--- src/rtl/mem_preload_pkg.sv ---
// Shared constants for the memory preload engine: record command bytes,
// FSM state encoding and error codes.
package mem_preload_pkg;

    localparam logic [7:0] CMD_ADDR = 8'h40;
    localparam logic [7:0] CMD_DATA = 8'h44;
    localparam logic [7:0] CMD_END  = 8'h45;

    localparam int unsigned ST_W = 3;

    localparam logic [ST_W-1:0] S_IDLE      = 3'd0;
    localparam logic [ST_W-1:0] S_CMD       = 3'd1;
    localparam logic [ST_W-1:0] S_ADDR      = 3'd2;
    localparam logic [ST_W-1:0] S_LEN       = 3'd3;
    localparam logic [ST_W-1:0] S_DATA      = 3'd4;
    localparam logic [ST_W-1:0] S_FLUSH_END = 3'd5;
    localparam logic [ST_W-1:0] S_DONE      = 3'd6;
    localparam logic [ST_W-1:0] S_ERR       = 3'd7;

    localparam logic [1:0] ERR_NONE      = 2'd0;
    localparam logic [1:0] ERR_BAD_CMD   = 2'd1;
    localparam logic [1:0] ERR_RSVD_DONE = 2'd2;
    localparam logic [1:0] ERR_RSVD      = 2'd3;

    // A load is in progress in every state except the three resting ones.
    function automatic logic is_busy(input logic [ST_W-1:0] st);
        return !((st == S_IDLE) || (st == S_DONE) || (st == S_ERR));
    endfunction

endpackage

--- src/rtl/preload_word_packer.sv ---
// Accumulates stream bytes into one DATA_W word with per-lane byte enables;
// lane-to-bit mapping follows BIG_ENDIAN.
module preload_word_packer #(
    parameter int unsigned DATA_W     = 32,
    parameter bit          BIG_ENDIAN = 1'b1,
    localparam int unsigned LANES     = DATA_W / 8,
    localparam int unsigned LB        = $clog2(LANES)
) (
    input  logic              clk,
    input  logic              rst_n,
    input  logic              clr_i,
    input  logic              wr_i,
    input  logic [LB-1:0]     lane_i,
    input  logic [7:0]        byte_i,
    output logic [DATA_W-1:0] data_o,
    output logic [LANES-1:0]  be_o,
    output logic              full_c_o
);

    logic [DATA_W-1:0] data_q, data_d;
    logic [LANES-1:0]  be_q, be_d;
    logic [LB-1:0]     slot_c;

    // Big-endian puts lane offset 0 in the most significant byte.
    always_comb begin
        data_d = data_q;
        be_d   = be_q;
        slot_c = BIG_ENDIAN ? (LB'(LANES - 1) - lane_i) : lane_i;
        if (clr_i) begin
            data_d = '0;
            be_d   = '0;
        end else if (wr_i) begin
            for (int unsigned i = 0; i < LANES; i++) begin
                if (LB'(i) == slot_c) begin
                    data_d[i*8 +: 8] = byte_i;
                    be_d[i]          = 1'b1;
                end
            end
        end
    end

    always_ff @(posedge clk or negedge rst_n) begin
        if (!rst_n) begin
            data_q <= '0;
            be_q   <= '0;
        end else begin
            data_q <= data_d;
            be_q   <= be_d;
        end
    end

    assign data_o   = data_q;
    assign be_o     = be_q;
    assign full_c_o = (lane_i == LB'(LANES - 1));

endmodule

--- src/rtl/mem_preload_engine.sv ---
// Parses an address/data/end record byte stream and issues lane-aligned
// memory writes with byte enables over a valid/ready port.
module mem_preload_engine
    import mem_preload_pkg::*;
#(
    parameter int unsigned ADDR_W     = 32,
    parameter int unsigned DATA_W     = 32,
    parameter bit          BIG_ENDIAN = 1'b1,
    localparam int unsigned LANES     = DATA_W / 8,
    localparam int unsigned LB        = $clog2(LANES),
    localparam int unsigned ABYTES    = (ADDR_W + 7) / 8,
    localparam int unsigned CNT_W     = $clog2(ABYTES + 1)
) (
    input  logic              clk,
    input  logic              rst_n,
    input  logic              start_i,
    input  logic              in_valid_i,
    input  logic [7:0]        in_data_i,
    output logic              in_ready_o,
    output logic              wr_valid_o,
    output logic [ADDR_W-1:0] wr_addr_o,
    output logic [DATA_W-1:0] wr_data_o,
    output logic [LANES-1:0]  wr_be_o,
    input  logic              wr_ready_i,
    output logic              busy_o,
    output logic              load_done_o,
    output logic              err_o,
    output logic [1:0]        err_code_o,
    output logic [15:0]       word_count_o
);

    logic [ST_W-1:0]   state_q, state_d;
    logic [ADDR_W-1:0] addr_q, addr_d;
    logic [ADDR_W-1:0] waddr_q, waddr_d;
    logic [CNT_W-1:0]  cnt_q, cnt_d;
    logic [7:0]        len_q, len_d;
    logic              pend_q, pend_d;
    logic              in_ready_q, in_ready_d;
    logic              busy_q, busy_d;
    logic              done_q, done_d;
    logic              err_q, err_d;
    logic [1:0]        ecode_q, ecode_d;
    logic [15:0]       wcnt_q, wcnt_d;

    logic              accept_c, hs_c, pk_clr_c, pk_wr_c, pk_full_c;
    logic [DATA_W-1:0] pk_data;
    logic [LANES-1:0]  pk_be;

    preload_word_packer #(
        .DATA_W     (DATA_W),
        .BIG_ENDIAN (BIG_ENDIAN)
    ) u_packer (
        .clk      (clk),
        .rst_n    (rst_n),
        .clr_i    (pk_clr_c),
        .wr_i     (pk_wr_c),
        .lane_i   (addr_q[LB-1:0]),
        .byte_i   (in_data_i),
        .data_o   (pk_data),
        .be_o     (pk_be),
        .full_c_o (pk_full_c)
    );

    always_comb begin
        state_d  = state_q;
        addr_d   = addr_q;
        waddr_d  = waddr_q;
        cnt_d    = cnt_q;
        len_d    = len_q;
        pend_d   = pend_q;
        done_d   = done_q;
        err_d    = err_q;
        ecode_d  = ecode_q;
        wcnt_d   = wcnt_q;
        pk_clr_c = 1'b0;
        pk_wr_c  = 1'b0;
        accept_c = in_valid_i & in_ready_q;
        hs_c     = pend_q & wr_ready_i;

        // The packed word is the write payload, so it empties on handshake.
        if (hs_c) begin
            pend_d   = 1'b0;
            pk_clr_c = 1'b1;
            if (wcnt_q != 16'hFFFF) begin
                wcnt_d = wcnt_q + 16'd1;
            end
        end

        case (state_q)
            S_CMD: begin
                if (accept_c) begin
                    case (in_data_i)
                        CMD_ADDR: begin
                            state_d = S_ADDR;
                            cnt_d   = '0;
                            pend_d  = |pk_be;
                        end
                        CMD_DATA: state_d = S_LEN;
                        CMD_END: begin
                            if (|pk_be) begin
                                pend_d  = 1'b1;
                                state_d = S_FLUSH_END;
                            end else begin
                                state_d = S_DONE;
                                done_d  = 1'b1;
                            end
                        end
                        default: begin
                            state_d = S_ERR;
                            err_d   = 1'b1;
                            ecode_d = ERR_BAD_CMD;
                        end
                    endcase
                end
            end
            S_ADDR: begin
                if (accept_c) begin
                    addr_d = ADDR_W'({addr_q, in_data_i});
                    cnt_d  = cnt_q + CNT_W'(1);
                    if (cnt_q == CNT_W'(ABYTES - 1)) begin
                        state_d = S_CMD;
                    end
                end
            end
            S_LEN: begin
                if (accept_c) begin
                    len_d   = in_data_i;
                    state_d = (in_data_i == 8'd0) ? S_CMD : S_DATA;
                end
            end
            S_DATA: begin
                // The top lane always closes a word, including at address wrap.
                if (accept_c) begin
                    pk_wr_c = 1'b1;
                    waddr_d = {addr_q[ADDR_W-1:LB], LB'(0)};
                    addr_d  = addr_q + ADDR_W'(1);
                    pend_d  = pk_full_c;
                    len_d   = len_q - 8'd1;
                    if (len_q == 8'd1) begin
                        state_d = S_CMD;
                    end
                end
            end
            S_FLUSH_END: begin
                if (hs_c) begin
                    state_d = S_DONE;
                    done_d  = 1'b1;
                end
            end
            default: begin
                if (start_i) begin
                    state_d  = S_CMD;
                    addr_d   = '0;
                    cnt_d    = '0;
                    pk_clr_c = 1'b1;
                    done_d   = 1'b0;
                    err_d    = 1'b0;
                    ecode_d  = ERR_NONE;
                    wcnt_d   = '0;
                end
            end
        endcase

        busy_d     = is_busy(state_d);
        in_ready_d = is_busy(state_d) && (state_d != S_FLUSH_END) && !pend_d;
    end

    always_ff @(posedge clk or negedge rst_n) begin
        if (!rst_n) begin
            state_q    <= S_IDLE;
            addr_q     <= '0;
            waddr_q    <= '0;
            cnt_q      <= '0;
            len_q      <= '0;
            pend_q     <= 1'b0;
            in_ready_q <= 1'b0;
            busy_q     <= 1'b0;
            done_q     <= 1'b0;
            err_q      <= 1'b0;
            ecode_q    <= ERR_NONE;
            wcnt_q     <= '0;
        end else begin
            state_q    <= state_d;
            addr_q     <= addr_d;
            waddr_q    <= waddr_d;
            cnt_q      <= cnt_d;
            len_q      <= len_d;
            pend_q     <= pend_d;
            in_ready_q <= in_ready_d;
            busy_q     <= busy_d;
            done_q     <= done_d;
            err_q      <= err_d;
            ecode_q    <= ecode_d;
            wcnt_q     <= wcnt_d;
        end
    end

    assign in_ready_o   = in_ready_q;
    assign wr_valid_o   = pend_q;
    assign wr_addr_o    = waddr_q;
    assign wr_data_o    = pk_data;
    assign wr_be_o      = pk_be;
    assign busy_o       = busy_q;
    assign load_done_o  = done_q;
    assign err_o        = err_q;
    assign err_code_o   = ecode_q;
    assign word_count_o = wcnt_q;

endmodule

--- config.mk ---
export PLATFORM = sky130hd
export DESIGN_NAME = mem_preload_engine
export DESIGN_NICKNAME = d
export VERILOG_FILES = /design/src/rtl/mem_preload_pkg.sv /design/src/rtl/preload_word_packer.sv /design/src/rtl/mem_preload_engine.sv
export SDC_FILE = /design/constraint.sdc
export NUM_CORES = 1
export LEC_CHECK = 0
export ABC_AREA = 1
export BUFFER_PORTS_ARGS = -buffer_cell sky130_fd_sc_hd__buf_2
export CORE_AREA = 5 5 124 126
export DETAILED_ROUTE_END_ITERATION = 12
export DIE_AREA = 0 0 129 131
export PLACE_DENSITY = 0.75
export SETUP_SLACK_MARGIN = 0.2
export SLEW_MARGIN = 20
export SYNTH_ARGS = -nofsm -noshare
export SYNTH_HDL_FRONTEND = slang
export SYNTH_SLANG_ARGS = --single-unit
--- constraint.sdc ---
create_clock -name clk -period 1.6 [get_ports clk]
set_input_delay 0.48 -clock clk [delete_from_list [all_inputs] [get_ports clk]]
set_output_delay 0.48 -clock clk [all_outputs]
set_load 0.005 [all_outputs]
==> flow_summary.yaml <==
outcome:
  run_status: "finished with violations"
  violations: "setup timing"
critical_path:
  reg2regPathDepth: 11
  worstSetupPathType: "flop to flop"
  crit_path_start: "len_q[4]$_DFFE_PN0P_"
  r2r_setup_slack_ns: -0.86
  reg2reg_from: "len_q[4]$_DFFE_PN0P_"
  path_max_fanout: 4
  r2r-end: "in_ready_o$_DFF_PN0_"
  critical_path_required_ns: 1.93
  critPathLaunchType: "flop"
  crit_path_end: "in_ready_o$_DFF_PN0_"
  crit_path_end_kind: "flop"
  crit_arrival_ns: 2.79
synth:
  synth_compound_area_share_pct: 15.65
  synth_top_family_by_area: "simple AND/OR/NAND/NOR gates"
  synth-edff-count: 0
  synthDistinctLibCells: 47
  netlist_area_mm2: 0.007147
  yosys_register_bits: 133
  ys.flop_type: "dfrtp_1"
  synthCells: 909
  async_reset_ff_share_pct: 100.0
  yosysWarnings: 0
  synth-adder-area-share_pct: 1.751
  synth_xor_area_share_pct: 0.8578
  yosysSeqAreaShare_pct: 46.57
  yosys.area_share.simple_pct: 27.14
  syn_avg_cell_area_um2: 7.862
  synth.mux.area_fraction_pct: 0
die:
  core_area_mm2: 0.01420
  fp.dieH_um: 131
  pin_count: 104
  row_count: 44
  chipWidth_um: 129
  initial_utilization_pct: 50.32
  dieArea_mm2: 0.01690
finish:
  nets: 1325
  syn2layout_area_growth_pct: 81.78
  utilization_pct: 91.46
  fin_cells: 1499
  layout-drive-gt1-share_pct: 60.53
  diodes: 0
drt:
  drt-initial-drc-count: 1574
  viasPerCell: 6.692
  routed_wl_um: 40580
  wl_per_cell_um: 27.07
  dr.pass1.iters: 12
  vias: 10030
  drc: 0
  drt.antenna.violating_nets: 0
grt:
  grt_pass1_wl_um: 43150
  grt.total_usage_pct: 32.67
  grt_max_degree: 50
  grt_pass1_vias: 8571
  antenna_found_initial: 0
  grt.overflow.total: 0
hold_path:
  hp-class: "primary input to flop"
timing:
  period_share_pct: 153.5
  tns_ns: -27.23
  worst_pin_slew_ns: 0.6438
  hold_viol_final: 0
  setup_ws_ns: -0.8566
  rsz0062_at_grt: "yes"
  fmax_mhz: 407.1
  setup_viol: 126
  slew_viol_final: 0
  relSlewSlack_pct: 56.84
  clock_skew_ns: 0.01397
  fin_crit_ns: 2.457
power_and_ir_drop:
  power.internal_w: 0.01321
  clkPwrFrac_pct: 16.2
  leakagePower_nw: 6.363
  pwr-share-seq_pct: 24.3
  peakVddDrop_mv: 1.414
  switchingPower_w: 0.01093
  power_frac_comb_pct: 59.6
  swShare_pct: 45.27
  cellPowerDensity_mw_per_mm2: 1858
clocking:
  clk_pin_slew_ns: 0.07
  cts_buffers: 17
  cts.sinks: 133
  ctsLongestPathBuffers: 2
  cts_max_level: 4
  clock_latency_ns: 0.45
  cts-root-buf: "clkbuf_16"
  cts_tree: "done"
placed_design:
  place_inst: 1305
  gp_congestion: 0.9142
  io_buffers: 100
  dp_hpwl_um: 14710
flow_run:
  max_cap_violations: 0
-- layout by cell type (no fill, tap or decap), types with 28 or more instances in the layout --
cell,instances
nand3_1,34
inv_1,74
nand2_1,113
nand2_2,53
buf_6,62
buf_4,206
buf_2,92
nand2_4,53
o21ai_1,28
dfrtp_1,119
a21oi_2,30
o21ai_2,64
nor2_1,56
-- worst max-delay path: stages, from the launching register on --
cell	delay, ns
dfrtp_1	0.68
nor2_1	0.12
nand2_1	0.18
nor2_2	0.07
nor2_1	0.44
nor2_1	0.19
nand3_2	0.14
nand2_4	0.07
nand2_2	0.09
nand2_2	0.08
o21bai_1	0.18
nor2_1	0.09
-- state kept, by name, summed over array words and instances, names as in the netlist, 3 cells and up --
register,cells
addr_q,32
cnt_q,3
len_q,8
state_q,3
u_packer.be_o,4
u_packer.data_o,32
word_count_o,16
wr_addr_o,30
-- kinds of logic after synthesis --
group | Yosys count
XOR/XNOR | 7
AND/OR/NAND/NOR | 426
AO/OA/AOI/OAI | 206
adder cells (fa/ha/maj) | 10
buffers and inverters | 126
flip-flops | 133
other | 1
-- how the worst min path moves through the flow --
stage | start | to | slack (ns) | cells after the start
2_1_floorplan | rst_n | addr_q[0]$_DFFE_PN0P_ | 0.18 | 0
6_report | in_data_i[2] | u_packer.data_o[18]$_DFFE_PN0P_ | 0.42 | 3
3_3_place_gp | rst_n | wr_addr_o[12]$_DFFE_PN0P_ | 0.35 | 1
5_1_grt | in_data_i[2] | u_packer.data_o[2]$_DFFE_PN0P_ | 0.42 | 3
3_5_place_dp | rst_n | wr_addr_o[13]$_DFFE_PN0P_ | 0.35 | 1
4_1_cts | in_data_i[2] | u_packer.data_o[2]$_DFFE_PN0P_ | 0.39 | 3
-- layout make-up --
cell class	instances	area, um^2
repair buffers	402	3621
clock inverters	13	112.6
flip-flops and latches	133	3346
clock buffers	19	442.9
inverters	96	405.4
multi-input cells	652	4833
fillers	438	1212
well taps	184	230.2
-- what timing repair did --
item,in CTS,in global routing
pin swaps,73,106
setup endpoints to repair,218,221
endpoints found under the hold margin,18,0
hold buffers,1,0
gates resized for setup,232,286
buffers inserted,79,66
gates cloned,11,5
-- per-layer routing --
layer  share of wire [%]  wire, um  track usage (%)
met5                0.14        58                0
met4                  12      4850            19.21
met3                  12      5052            7.073
met2                  46     18690            57.80
met1                  29     11930            36.18
-- power groups by stage --
stage / registers (W) / logic [W] / clock network, W
after CTS: 0.00550 / 0.00969 / 0.00372
after global routing: 0.00594 / 0.0148 / 0.00399
after detailed placement: 0.00550 / 0.00697 / 0
after global placement: 0.00548 / 0.00679 / 0
after floorplan: 0.00549 / 0.00402 / 0
final: 0.00586 / 0.0144 / 0.00390
-- cells in the mapped netlist (3+ instances only) --
cell type | n | area (um^2)
nand3b_1 | 3 | 22.52
a31oi_1 | 3 | 18.77
buf_4 | 8 | 60.06
nor2_1 | 80 | 300.3
clkbuf_1 | 5 | 18.77
buf_2 | 8 | 40.04
inv_2 | 7 | 26.28
nor3_1 | 25 | 125.1
inv_1 | 86 | 322.8
nand2_4 | 3 | 33.78
buf_6 | 7 | 78.83
nor2_2 | 8 | 50.05
dfrtp_1 | 133 | 3328
nand2_2 | 8 | 50.05
o21ai_0 | 90 | 450.4
a21oi_1 | 52 | 260.3
ha_1 | 10 | 125.1
nand2_1 | 212 | 795.8
nor3_2 | 3 | 30.03
nand4_1 | 9 | 56.30
a22oi_1 | 17 | 127.6
or2_2 | 5 | 31.28
o21ai_1 | 30 | 150.1
nand3_1 | 55 | 275.3
xor2_1 | 5 | 43.79
nor2_4 | 9 | 101.4
-- per-stage QoR --
step	instance area, um^2	power (W)	setup WS (ns)	hold slack (ns)
3_5_place_dp	9040	0.01247	-0.2956	0.3456
3_3_place_gp	9040	0.01227	-0.2403	0.3489
5_1_grt	12990	0.02471	-0.7538	0.4228
4_1_cts	11300	0.01891	-0.1035	0.3905
2_1_floorplan	7393	0.009511	-0.04354	0.1844
6_report	12990	0.02413	-0.8566	0.4228
No activity file was read; power rests on OpenSTA's default activity.
